### src/rtl/ped_pkg.sv
// Shared types and constants for the pedestrian crossing controller.
// Lamp codes are ordered {red, amber, green}.
package ped_pkg;

  typedef enum logic [1:0] {
    IDLE  = 2'd0,
    WALK  = 2'd1,
    FLASH = 2'd2,
    CLEAR = 2'd3
  } ped_state_t;

  localparam logic [2:0] L_RED       = 3'b100;
  localparam logic [2:0] L_RED_AMBER = 3'b110;
  localparam logic [2:0] L_GREEN     = 3'b001;
  localparam logic [2:0] L_AMBER     = 3'b010;

  function automatic logic lamp_legal(input logic [2:0] code);
    logic ok;
    case (code)
      L_RED, L_RED_AMBER, L_GREEN, L_AMBER: ok = 1'b1;
      default:                              ok = 1'b0;
    endcase
    return ok;
  endfunction

endpackage

### src/rtl/ped_crossing_ctrl_btn_sync.sv
// Two-flop synchroniser for the push button followed by a rising-edge detector.
// The pulse lasts one cycle per press, however long the button is held.
module btn_sync (
  input  logic clk,
  input  logic rst_n,
  input  logic async_in,
  output logic pulse
);

  logic sync1_reg;
  logic sync2_reg;
  logic prev_reg;

  always_ff @(posedge clk or negedge rst_n) begin
    if (!rst_n) begin
      sync1_reg <= 1'b0;
      sync2_reg <= 1'b0;
      prev_reg  <= 1'b0;
    end else begin
      sync1_reg <= async_in;
      sync2_reg <= sync1_reg;
      prev_reg  <= sync2_reg;
    end
  end

  assign pulse = sync2_reg & ~prev_reg;

endmodule

### src/rtl/ped_crossing_ctrl.sv
// Pedestrian crossing controller slaved to the traffic-light FSM lamps.
// Walks only on red alone, holds the traffic FSM on red while crossing, flags bad lamps.
module ped_crossing_ctrl
  import ped_pkg::*;
#(
  parameter int WALK_CYCLES  = 8,
  parameter int FLASH_CYCLES = 4,
  parameter int CNT_W        = 4
) (
  input  logic clk,
  input  logic rst_n,
  input  logic red,
  input  logic amber,
  input  logic green,
  input  logic button,
  output logic hold,
  output logic walk,
  output logic flash,
  output logic dont_walk,
  output logic waiting,
  output logic fault
);

  localparam logic [CNT_W-1:0] WALK_LOAD  = CNT_W'(WALK_CYCLES - 1);
  localparam logic [CNT_W-1:0] FLASH_LOAD = CNT_W'(FLASH_CYCLES - 1);

  logic [2:0]       lamps;
  logic             btn_pulse;
  ped_state_t       state_reg, state_next;
  logic [CNT_W-1:0] cnt_reg, cnt_next;
  logic             req_reg, req_next;
  logic             hold_reg, hold_next;
  logic             walk_reg, walk_next;
  logic             flash_reg, flash_next;
  logic             dont_walk_reg, dont_walk_next;
  logic             waiting_reg, waiting_next;
  logic             fault_reg, fault_next;

  assign lamps = {red, amber, green};

  btn_sync u_btn_sync (
    .clk      (clk),
    .rst_n    (rst_n),
    .async_in (button),
    .pulse    (btn_pulse)
  );

  always_ff @(posedge clk or negedge rst_n) begin
    if (!rst_n) begin
      state_reg     <= IDLE;
      cnt_reg       <= '0;
      req_reg       <= 1'b0;
      hold_reg      <= 1'b0;
      walk_reg      <= 1'b0;
      flash_reg     <= 1'b0;
      dont_walk_reg <= 1'b1;
      waiting_reg   <= 1'b0;
      fault_reg     <= 1'b0;
    end else begin
      state_reg     <= state_next;
      cnt_reg       <= cnt_next;
      req_reg       <= req_next;
      hold_reg      <= hold_next;
      walk_reg      <= walk_next;
      flash_reg     <= flash_next;
      dont_walk_reg <= dont_walk_next;
      waiting_reg   <= waiting_next;
      fault_reg     <= fault_next;
    end
  end

  always_comb begin
    state_next = state_reg;
    cnt_next   = cnt_reg;
    req_next   = req_reg;
    flash_next = 1'b0;
    fault_next = fault_reg | ~lamp_legal(lamps);

    case (state_reg)
      IDLE: begin
        // A pulse arriving on the entry edge is absorbed with the pending request.
        if (req_reg && lamps == L_RED) begin
          state_next = WALK;
          cnt_next   = WALK_LOAD;
          req_next   = 1'b0;
        end else begin
          req_next = req_reg | btn_pulse;
        end
      end
      WALK: begin
        if (lamps != L_RED) begin
          fault_next = 1'b1;
          state_next = CLEAR;
        end else if (cnt_reg == '0) begin
          state_next = FLASH;
          cnt_next   = FLASH_LOAD;
          flash_next = 1'b1;
        end else begin
          cnt_next = cnt_reg - 1'b1;
        end
      end
      FLASH: begin
        if (lamps != L_RED) begin
          fault_next = 1'b1;
          state_next = CLEAR;
        end else if (cnt_reg == '0) begin
          state_next = CLEAR;
        end else begin
          cnt_next   = cnt_reg - 1'b1;
          flash_next = ~flash_reg;
        end
      end
      CLEAR: begin
        state_next = IDLE;
        req_next   = req_reg | btn_pulse;
      end
      default: state_next = IDLE;
    endcase

    // Outputs are decoded from the next state so they register alongside it.
    hold_next      = (state_next != IDLE);
    walk_next      = (state_next == WALK);
    dont_walk_next = (state_next == IDLE) || (state_next == CLEAR);
    waiting_next   = req_next;
  end

  assign hold      = hold_reg;
  assign walk      = walk_reg;
  assign flash     = flash_reg;
  assign dont_walk = dont_walk_reg;
  assign waiting   = waiting_reg;
  assign fault     = fault_reg;

endmodule

### config.mk
export PLATFORM = sky130hd
export DESIGN_NAME = ped_crossing_ctrl
export DESIGN_NICKNAME = d
export VERILOG_FILES = /design/src/rtl/ped_pkg.sv /design/src/rtl/ped_crossing_ctrl_btn_sync.sv /design/src/rtl/ped_crossing_ctrl.sv
export SDC_FILE = /design/constraint.sdc
export NUM_CORES = 1
export LEC_CHECK = 0
export BUFFER_PORTS_ARGS = -buffer_cell sky130_fd_sc_hd__buf_2
export CORE_UTILIZATION = 49
export CTS_CLUSTER_DIAMETER = 80
export DETAILED_ROUTE_END_ITERATION = 8
export PLACE_DENSITY_LB_ADDON = 0.15
export REMOVE_ABC_BUFFERS = 1
export SYNTH_ARGS = -nofsm -noshare
export SYNTH_HDL_FRONTEND = slang
export SYNTH_SLANG_ARGS = --single-unit
### constraint.sdc
create_clock -name clk -period 6 [get_ports clk]
set_clock_uncertainty 0.2 [all_clocks]
set_input_delay 0.3 -clock clk [delete_from_list [all_inputs] [get_ports clk]]
set_output_delay 0.3 -clock clk [all_outputs]
set_load 0.01 [all_outputs]
======== Yosys cells after proc, flatten, opt, wreduce, memory -nomap -nowiden ========
Cells that the tools add are included.
cells by class
  divide/modulo/power cells ............... 0
  muxes and demuxes ....................... 22
  bitwise gates (word level) .............. 6
  reduce and logical (&&, ||, !) cells .... 11
  multiply operators ...................... 0
  $add $sub $neg .......................... 1
  $lt $le $gt $ge ......................... 0
  equality and inequality tests ........... 14
  shift operators ......................... 0
operators with widths
  operator             count
  $mux 4               5
  $pmux 4 s3           1
  $mux 2               5
  $mux 1               8
  $ne 2x2->1 const B   4
  $pmux 2 s4           1
  $eq 2x2->1 const B   3
  $eq 3x3->1 const B   2
  $reduce_and 5->1     1
  $eq 2x1->1 const B   2
  $logic_not 2->1      2
  $logic_not 4->1      1
  $pmux 1 s2           2
  $reduce_bool 2->1    2
  $reduce_or 4->1      1
  $sub 4x1->4 const B  1
  $eq 3x1->1 const B   1
  $eq 3x2->1 const B   1
  $ne 3x3->1 const B   1
  $not 1->1            3
  $reduce_bool 3->1    1
  $or 1x1->1           2
  $reduce_or 2->1      1
  $and 1x1->1          1
  other kinds (2)      2
storage, ports and cells
  memories kept ........................... 0
  memory bits (read-only) ................. 0
  logic and storage cells ................. 65
  latch bits .............................. 0
  output and inout port bits .............. 6
  register bits after elaboration ......... 15
  input bits .............................. 6
  RAM bits ................................ 0

======== Depth between registers and ports, before layout ========
Gate-level depths: netlist (run 1).
  word-level depth ........................ 7
  mapped depth ............................ 8

======== Hierarchy ========
A second synthesis (run 1) with hierarchy kept.
unflattened totals
  cells, all modules ...................... 85
  area, all modules ....................... 909.6 µm²
by module, submodules not included
  module             area each (µm²)  times used  cells an instance
  ped_crossing_ctrl  820.8            1           81
  btn_sync           88.8             1           4

======== Least setup slack after synthesis (run 1) ========
Ideal clock, no wire load.
  path kind ............................... register to register
  from .................................... register cnt_reg[0]
  to ...................................... register dont_walk_reg (netlist: dont_walk)
  data required time ...................... 5.728 ns
  clock period less this slack ............ 2.055 ns
  buffers on the path ..................... 0
  library setup time ...................... 0.072 ns
  arrival ................................. 1.783 ns
  cell stages (with the launch flop) ...... 9
  path slack .............................. 3.945 ns
  path through ............................ dfrtp_1 -> inv_1 -> ha_1 -> or3b_4 -> and2_4 -> a21oi_2 -> o221ai_1 -> ha_1 -> inv_1
between the ends
  longest elaborated chain between the ends .. 6
  elaborated cells between the ends (all ways) .. 9
  classes of those cells .................. eq/ne (1); mux (5); reduce/logical (3)
RTL lines
  what                                                  line                                               source
  start: declaration                                    ped_crossing_ctrl.sv:30                            logic [CNT_W-1:0] cnt_reg, cnt_next;
  start signal: assignment                              ped_crossing_ctrl.sv:61                            cnt_reg <= cnt_next;
  $logic_not 4->1 (*)                                   ped_crossing_ctrl.sv:94, ped_crossing_ctrl.sv:106
  $mux 2 (on tied branches)                             ped_crossing_ctrl.sv:106, ped_crossing_ctrl.sv:94
  $mux 2 (on tied branches)                             ped_crossing_ctrl.sv:103, ped_crossing_ctrl.sv:91
  $pmux 2 s4 (*)                                        ped_crossing_ctrl.sv:79                            case (state_reg)
  $eq 2x2->1 / $logic_not 2->1 (equally long branches)  ped_crossing_ctrl.sv:123                           dont_walk_next = (state_next == IDLE) || (state_next == CLEAR);
  $logic_or 1x1->1 (*)                                  ped_crossing_ctrl.sv:123
  named net dont_walk_next                              ped_crossing_ctrl.sv:35                            logic dont_walk_reg, dont_walk_next;
  end signal: assignment                                ped_crossing_ctrl.sv:66                            dont_walk_reg <= dont_walk_next;
  end: declaration                                      ped_crossing_ctrl.sv:35
The timed path passes the listed nets; every way through them passes the cells marked *.
A chain may end at the register's enable or synchronous reset.

======== Worst setup path in the final report (run 1) ========
Ends and elaborated chain as after synthesis.

==> results_dict.tcl, run 1 <==
set metrics [dict create \
    crit_required_ps 6020 \
    io_buffers 11 \
    yosysUniqueCellTypes 34 \
    clkTransAtPathRegs_ps 90 \
    cts_setup_buffers 0 \
    cts_root_buf "clkbuf_4" \
    fin_util 0.637 \
    drv_cap 0 \
    critical_path_class "register to register" \
    startpoint_type "register" \
    ff_latch_area_sq_um 377 \
    clkPwrFrac 0.104 \
    start_util 0.554 \
    grt_max_degree 16 \
    crit_path_max_fanout 5 \
    grt-ovfl-total 0 \
    cts_buffer_depth 2 \
    drtIter0Drc 12 \
    setup-tns-final_ps 0 \
    synthFlopType "dfrtp_1" \
    wl_per_cell_um 13.6 \
    p_leak_nw 0.452 \
    end_kind "register" \
    power.density_nw_per_um2 534 \
    synth_seq_cells 15 \
    viasPerCell 5.54 \
    p_int_mw 0.307 \
    io-pin-count 12 \
    ff2ff_path_depth 8 \
    cts-resized-gates 0 \
    ys_seq_area_frac 0.426 \
    combPwrFrac 0.591 \
    p_seq_frac 0.305 \
    vdd_drop_max_uv 336 \
    area.growth.synth_to_final_pct 14.9 \
    dpl.hpwl_um 1230 \
    nets 111 \
    slew_viol_final 0 \
    clock_latency_ps 280 \
    die_h_um 44.5 \
    synthesis.area_sq_um 883 \
    ant_nets 0 \
    hp-class "register to register" \
    tritoncts "built" \
    syn_area_per_cell_sq_um 11.3 \
    rsz0062_at_grt "false" \
    row_count 14 \
    antenna_found_initial 0 \
    htreeDepth 1 \
    syn_inst 78 \
    slew_headroom 0.740 \
    cts_made_buffers 3 \
    clkSinkCount 15 \
    power.switching_mw 0.235 \
    period_minus_slack_ps 2220 \
    min_path_cells 0 \
    wl_um 1610 \
    setup_violations 0 \
    place.gp.congestion 0.917 \
    worst_pin_slew_ps 390 \
    diodes 0 \
    grt_pass1_wl_um 2670 \
    crit_arrival_ps 2240 \
    synth_async_sr_flop_share 1.00 \
    core-area_sq_um 1590 \
    dieWidth_um 44.5 \
    largest_register_ffs 4 \
    vias 659 \
    drive_above_1_share 0.274 \
    fill_cells 135 \
    synth-edff-count 0 \
    max_freq_mhz 451 \
    status "finished clean" \
    grt_pass1_vias 602 \
    final-hold-violation-count 0 \
    fin_crit_sh 0.370 \
    firstDrtPassIters 4 \
    drc 0 \
    grt_use_total 0.188 \
    dieArea_sq_um 1980 \
    swShare 0.433 \
    yosysWarnings 0 \
    multiInputGateArea_sq_um 473 \
]
[cell type report]
cell class                      count  share of cell area
Clock buffer                        4              0.0259
Inverter                            9              0.0333
Multi-Input combinational cell     54               0.466
Sequential cell                    15               0.371
Tap cell                           24              0.0296
Timing Repair Buffer               13              0.0740
[layer usage]
metal	global-route usage	part of all wire
met3	0.0367	0.034
met2	0.285	0.45
met4	0.0727	0.0074
met5	0	0
met1	0.264	0.51
[power by group through the flow]
stage	registers, mW	logic (mW)	clock network, mW
after detailed placement	0.167	0.319	0
after global routing	0.169	0.355	0.0646
after CTS	0.165	0.321	0.0599
after floorplan	0.169	0.244	0
after global placement	0.166	0.313	0
final	0.165	0.320	0.0565
[final timing paths]
path                                 startpoint                   end  slack, ps
max                                  cnt_reg[0]             dont_walk       3780
min                        u_btn_sync.sync1_reg  u_btn_sync.sync2_reg        160
max reg2reg                          cnt_reg[0]             dont_walk       3780
min reg2reg                u_btn_sync.sync1_reg  u_btn_sync.sync2_reg        160
max in group asynchronous                 rst_n             dont_walk       5050
min in group asynchronous                 rst_n            cnt_reg[3]        240
[cell families (layout without fill, tap and decap cells)]
kind of cell               count (synthesis)  after routing  share of synthesized area
AOI/OAI and AO/OA                         23             23                      0.224
and+or+nand+nor                           19             19                      0.150
DFF                                       15             15                      0.426
adders and majority gates                  9              9                      0.127
buffers and inverters                      9             26                     0.0382
muxes                                      3              3                     0.0340
[cells in the final DEF, fill, tap and decap left out, drive strengths merged, types with 2 or more instances in the layout]
| cell | synthesis | routed |
|---|---|---|
| ha | 9 | 9 |
| nand2 | 3 | 3 |
| o221ai | 3 | 3 |
| clkbuf | 0 | 4 |
| a2bb2oi | 2 | 2 |
| o21ai | 4 | 4 |
| mux2i | 3 | 3 |
| inv | 9 | 9 |
| buf | 0 | 11 |
| nor2 | 2 | 2 |
| nor3b | 2 | 2 |
| or3b | 2 | 2 |
| dfrtp | 14 | 14 |
| nand3 | 2 | 2 |
| a21oi | 6 | 6 |
| dlygate4sd3 | 0 | 2 |
[metrics by stage]
stage | hold WS, ps | cells | cell area (sq um) | setup slack (ps) | power [mW]
after global routing | 181 | 119 | 1010 | 3660 | 0.589
after global placement | 17.4 | 113 | 968 | 3900 | 0.479
final | 160 | 119 | 1010 | 3780 | 0.542
after CTS | 160 | 119 | 1010 | 3800 | 0.545
after floorplan | -196 | 78 | 883 | 3950 | 0.413
after detailed placement | 21.6 | 113 | 968 | 3840 | 0.486
[cells in the mapped netlist (2+ instances only)]
cell	instances	area, sq um
a21oi_1	4	20.0
o221ai_1	3	26.3
ha_1	9	113
nor3b_1	2	15.0
nand3_1	2	10.0
dfrtp_1	14	350
inv_1	9	33.8
mux2i_1	3	30.0
nand2_1	3	11.3
or3b_4	2	22.5
o21ai_0	3	15.0
nor2_1	2	7.51
[critical path: stages (launching register included)]
cell	delay (ps)
dfrtp_1	400
inv_1	120
ha_1	180
or3b_4	390
and2_4	200
a21oi_2	160
o221ai_1	160
ha_1	300
inv_1	50
[what timing repair did]
| action | CTS | global route |
|---|---|---|
| hold buffers | 2 | 0 |
| setup endpoints to repair | 0 | 0 |
| endpoints found under the hold margin | 15 | 0 |
No activity file was read; power rests on OpenSTA's default activity.
==> run 2, diff against run 1 <==
==> constraint.sdc (replaced) <==
create_clock -name clk -period 1.8 [get_ports clk]
set_clock_uncertainty 0.2 [all_clocks]
set_input_delay 0.09 -clock clk [delete_from_list [all_inputs] [get_ports clk]]
set_output_delay 0.09 -clock clk [all_outputs]
set_load 0.01 [all_outputs]
==> run 2 against run 1 <==
Effect of this change: the flow now finishes with violations (hold timing, setup timing); clock power rose to 3.5 times the previous value; cell count is 27% higher; maximum frequency rose by 6.1%; die area is the same; core utilization rose by 22 points; worst setup slack got worse by 4100 ps; sequential power rose to 3.3 times the previous value; combinational power grew to 6.3 times the previous value.
==> results_dict.tcl, run 2 (same netlist as run 1, synthesis figures left out) <==
set metrics [dict create \
    status "complete, but fails checks" \
    violations "hold timing, setup timing" \
    fin_util 0.854 \
    worst_pin_slew_ps 441 \
    hp-class "primary input to register" \
    slew_headroom 0.705 \
    area.growth.synth_to_final_pct 54.1 \
    cts_buffer_depth 2 \
    top_usage_layer "met2" \
    row_count 14 \
    grt_max_degree 16 \
    io_buffers 11 \
    grt_use_total 0.269 \
    dieArea_sq_um 1980 \
    htreeDepth 1 \
    end_kind "register" \
    grt_util_met2 0.441 \
    vdd_drop_max_uv 1340 \
    drtIter0Drc 44 \
    layout_common_cells "buf_4 (30), dfrtp_1 (14), buf_2 (11)" \
    drv_cap 0 \
    setup-tns-final_ps -2040 \
    wl_per_cell_um 17.5 \
    core-area_sq_um 1590 \
    grtUsageMet3 0.0816 \
    period_minus_slack_ps 2090 \
    crit_path_max_fanout 3 \
    fin_cells 151 \
    largest_register_ffs 4 \
    p_leak_nw 0.614 \
    diodes 0 \
    tritoncts "built" \
    clkTransAtPathRegs_ps 90 \
    critical_path_class "register to register" \
    grt_pass1_wl_um 3780 \
    startpoint_type "register" \
    crit_required_ps 1840 \
    pre_cts_ws_ps -322 \
    cts_made_buffers 3 \
    fin_crit_sh 1.16 \
    holdWs_ps -24.5 \
    fill_cells 80 \
    placed_cells 129 \
    clock_latency_ps 290 \
    met1_usage 0.322 \
    dpl.hpwl_um 1580 \
    dieWidth_um 44.5 \
    final-hold-violation-count 1 \
    firstDrtPassIters 4 \
    crit_arrival_ps 2130 \
    rsz0062_at_grt "true" \
    drc 0 \
    max_freq_mhz 479 \
    start_util 0.554 \
    place.gp.congestion 0.877 \
    finalWorstSetupSlack_ps -289 \
    viasPerCell 5.76 \
    setup_violations 9 \
    clkSinkCount 15 \
    antenna_found_initial 0 \
    power.density_nw_per_um2 2040 \
    grt_pass1_vias 858 \
    wl_um 2640 \
    cts_root_buf "clkbuf_4" \
    grt-ovfl-total 0 \
    ant_nets 0 \
    io-pin-count 12 \
    vias 870 \
    slew_viol_final 0 \
    nets 143 \
    layout_commonest_cell "buf_4" \
    die_h_um 44.5 \
    drive_above_1_share 0.551 \
    holdBufCountCts 3 \
]
run 2: cell count changes in the layout (fill, tap and decap cells not counted), sizes merged:
cell and change:
buf +31, dlygate4sd3 +1
run 2: metrics by stage:
step                      total power, mW  hold WS, ps  cell area (sq um)
after floorplan                      1.38         -406                883
after global placement               1.89         -192               1090
after detailed placement             1.94         -183               1090
after CTS                            2.49        -22.3               1290
after global routing                 2.91        -17.9               1360
final                                2.78        -24.5               1360
run 2: timing repair:
item	CTS	global route
endpoints found under the setup margin	10	10
buffers inserted	11	5
pin swaps	8	4
hold endpoints to repair	17	1
resized for setup	17	6
run 2: per-layer routing:
metal / part of all wire / vias up
li1: - / 386
met1: 0.41 / 427
met2: 0.51 / 43
met3: 0.048 / 14
met4: 0.041 / 0
met5: 0 / -
run 2: critical path, stage by stage, from the launching register on:
cell and delay [ps]:
dfrtp_1 410, inv_2 90, ha_4 130, or3b_4 370, buf_4 170, o21ai_2 130
nand2_1 100, o21ai_1 120, ha_1 260, inv_1 50
run 2: report_power, final:
group          internal, mW  switching, mW
registers             0.468         0.0827
clock network        0.0864          0.114
logic                  1.06          0.967
total                  1.61           1.16
run 2: worst paths after layout:
| path | cells after the start | from | slack, ps | endpoint |
|---|---|---|---|---|
| max reg2reg | 9 | cnt_reg[1] | -290 | dont_walk |
| max | 9 | cnt_reg[1] | -290 | dont_walk |
| min in group asynchronous | 2 | rst_n | 20 | flash |
| min reg2reg | 0 | u_btn_sync.sync2_reg | 170 | u_btn_sync.prev_reg |
| min | 3 | amber | -20 | flash |
| max in group asynchronous | 2 | rst_n | 1070 | dont_walk |
run 2: area by class of cell:
| class | instances | area, sq um | area share |
|---|---|---|---|
| Sequential cell | 15 | 377 | 0.277 |
| Tap cell | 24 | 30.0 | 0.0221 |
| Inverter | 9 | 33.8 | 0.0248 |
| Clock buffer | 4 | 26.3 | 0.0193 |
| Timing Repair Buffer | 45 | 322 | 0.236 |
| Multi-Input combinational cell | 54 | 573 | 0.421 |
==> run 3, diff against run 2 <==
--- a/config.mk
+++ b/config.mk
@@ -5,10 +5,11 @@
 export SDC_FILE = /design/constraint.sdc
 export NUM_CORES = 1
 export LEC_CHECK = 0
-export BUFFER_PORTS_ARGS = -buffer_cell sky130_fd_sc_hd__buf_2
+export BUFFER_PORTS_ARGS = -buffer_cell sky130_fd_sc_hd__clkbuf_2
 export CORE_UTILIZATION = 49
 export CTS_CLUSTER_DIAMETER = 80
 export DETAILED_ROUTE_END_ITERATION = 8
+export HOLD_SLACK_MARGIN = 0.06
 export PLACE_DENSITY_LB_ADDON = 0.15
 export REMOVE_ABC_BUFFERS = 1
 export SYNTH_ARGS = -nofsm -noshare
==> run 3 against run 2 <==
Effect of this change: the run ends with setup timing left; clock-buffer cell count decreased by 1; critical path depth decreased by 1; non-clock buffer count is 6 lower; cell count is 4.0% lower; combinational power decreased by 11%; worst setup slack improved by 41 ps; flip-flop and latch count did not move; core utilization fell by 2.5 points; critical path type unchanged; die area unchanged; wire length shrank 14%; largest cell class unchanged; power down 8.9%.
==> results_dict.tcl, run 3 (same netlist as run 1, synthesis figures left out) <==
set metrics [dict create \
    status "complete, but fails checks" \
    violations "setup timing" \
    htreeDepth 1 \
    tritoncts "built" \
    drtIter0Drc 26 \
    rsz0062_at_grt "true" \
    critical_path_class "register to register" \
    diodes 0 \
    grt_use_total 0.249 \
    cp_num_buf_inv 2 \
    largest_register_ffs 4 \
    drive_above_1_share 0.521 \
    grt_pass1_vias 757 \
    holdWs_ps 87.4 \
    die_h_um 44.5 \
    start_util 0.554 \
    wl_per_cell_um 15.7 \
    period_minus_slack_ps 2050 \
    fin_crit_sh 1.14 \
    startpoint_type "register" \
    antenna_found_initial 0 \
    crit_required_ps 1840 \
    dieWidth_um 44.5 \
    setup-tns-final_ps -1330 \
    max_freq_mhz 488 \
    place_area_sq_um 1100 \
    io_buffers 11 \
    end_kind "register" \
    grt_pass1_wl_um 3400 \
    grt_max_degree 15 \
    fill_cells 82 \
    vdd_drop_max_uv 1240 \
    clkSinkCount 15 \
    slew_headroom 0.559 \
    core-area_sq_um 1590 \
    setup_violations 9 \
    layout_common_cells "buf_4 (21), dfrtp_1 (14), clkbuf_2 (11)" \
    crit_path_top_delay_cell "dfrtp_1" \
    crit_arrival_ps 2090 \
    grt-ovfl-total 0 \
    layout_commonest_cell "buf_4" \
    critPathTopFamily "simple AND/OR/NAND/NOR gates" \
    pre_cts_ws_ps -311 \
    slew_viol_final 0 \
    crit_path_max_fanout 3 \
    cts_made_buffers 3 \
    p_leak_nw 0.585 \
    final_area_sq_um 1320 \
    path_cells "inv_2 > ha_4 > or3b_4 > and2_4 > a21oi_4 > o221ai_2 > ha_1 > inv_1" \
    drc 0 \
    viasPerCell 5.52 \
    finalWorstSetupSlack_ps -249 \
    io-pin-count 12 \
    power.density_nw_per_um2 1910 \
    vias 800 \
    clock_latency_ps 290 \
    clkTransAtPathRegs_ps 90 \
    dieArea_sq_um 1980 \
    dpl.hpwl_um 1410 \
    final-hold-violation-count 0 \
    drv_cap 0 \
    ant_nets 0 \
    place.gp.congestion 0.891 \
    area.growth.synth_to_final_pct 49.6 \
    row_count 14 \
    wl_um 2280 \
    worst_path_largest_cell_delay_ps 390 \
    cts_root_buf "clkbuf_4" \
    cts_buffer_depth 2 \
    firstDrtPassIters 4 \
    hp-class "primary input to async pin" \
    nets 137 \
    worst_pin_slew_ps 659 \
]
run 3: cell count changes in the layout (fill, tap and decap cells not counted):
cell,delta
clkbuf_1,-1
ha_2,+2
clkbuf_2,+11
a211oi_2,+1
a211oi_1,-1
ha_1,-1
buf_2,-11
dlygate4sd3_1,+4
buf_6,-1
ha_4,-1
buf_4,-9
clkinv_2,+1
run 3: final cells by class:
cell class / count / area (sq um) / area share
multi-input cells: 54 / 571 / 0.432
flip-flops and latches: 15 / 377 / 0.285
repair buffers: 39 / 283 / 0.214
inverters: 9 / 33.8 / 0.0256
well taps: 24 / 30.0 / 0.0227
clock buffers: 3 / 22.5 / 0.0170
clock inverters: 1 / 5.00 / 0.00379
run 3: power breakdown:
group          total [mW]  internal [mW]  switching, mW
Clock               0.194         0.0828          0.111
Combinational        1.80          0.902          0.896
Sequential          0.535          0.467         0.0677
Total                2.53           1.45           1.08
run 3: routing by layer:
metal / wire length [um] / share of wire / GRT usage / vias to the layer above
met3: 120 / 0.053 / 0.0490 / 4
li1: - / - / - / 378
met5: 0 / 0 / 0 / -
met1: 1120 / 0.49 / 0.346 / 382
met4: 29 / 0.013 / 0.127 / 0
met2: 1010 / 0.44 / 0.365 / 36
run 3: what timing repair did:
action,4_1_cts,5_1_grt
pin swaps,7,5
gates resized for setup,16,7
hold endpoints to repair,18,0
hold buffers,7,0
endpoints found under the setup margin,10,10
gates cloned,0,0
setup buffers,3,1
run 3: stage by stage:
stage / total power [mW] / util / std cells
floorplan: 1.38 / - / 78
global placement: 1.92 / 0.688 / 130
detailed placement: 1.93 / 0.688 / 130
CTS: 2.35 / 0.801 / 144
global route: 2.69 / 0.829 / 145
finish: 2.53 / 0.829 / 145
run 3: path summary, 6_finish.rpt:
check	start	end	slack, ps	cells after the start
setup / recovery	cnt_reg[0]	dont_walk	-250	8
hold / removal	rst_n	dont_walk	90	2
setup reg to reg	cnt_reg[0]	dont_walk	-250	8
hold reg to reg	u_btn_sync.sync1_reg	u_btn_sync.sync2_reg	160	0
max in group asynchronous	rst_n	walk	240	3
min in group clk	red	waiting	120	3
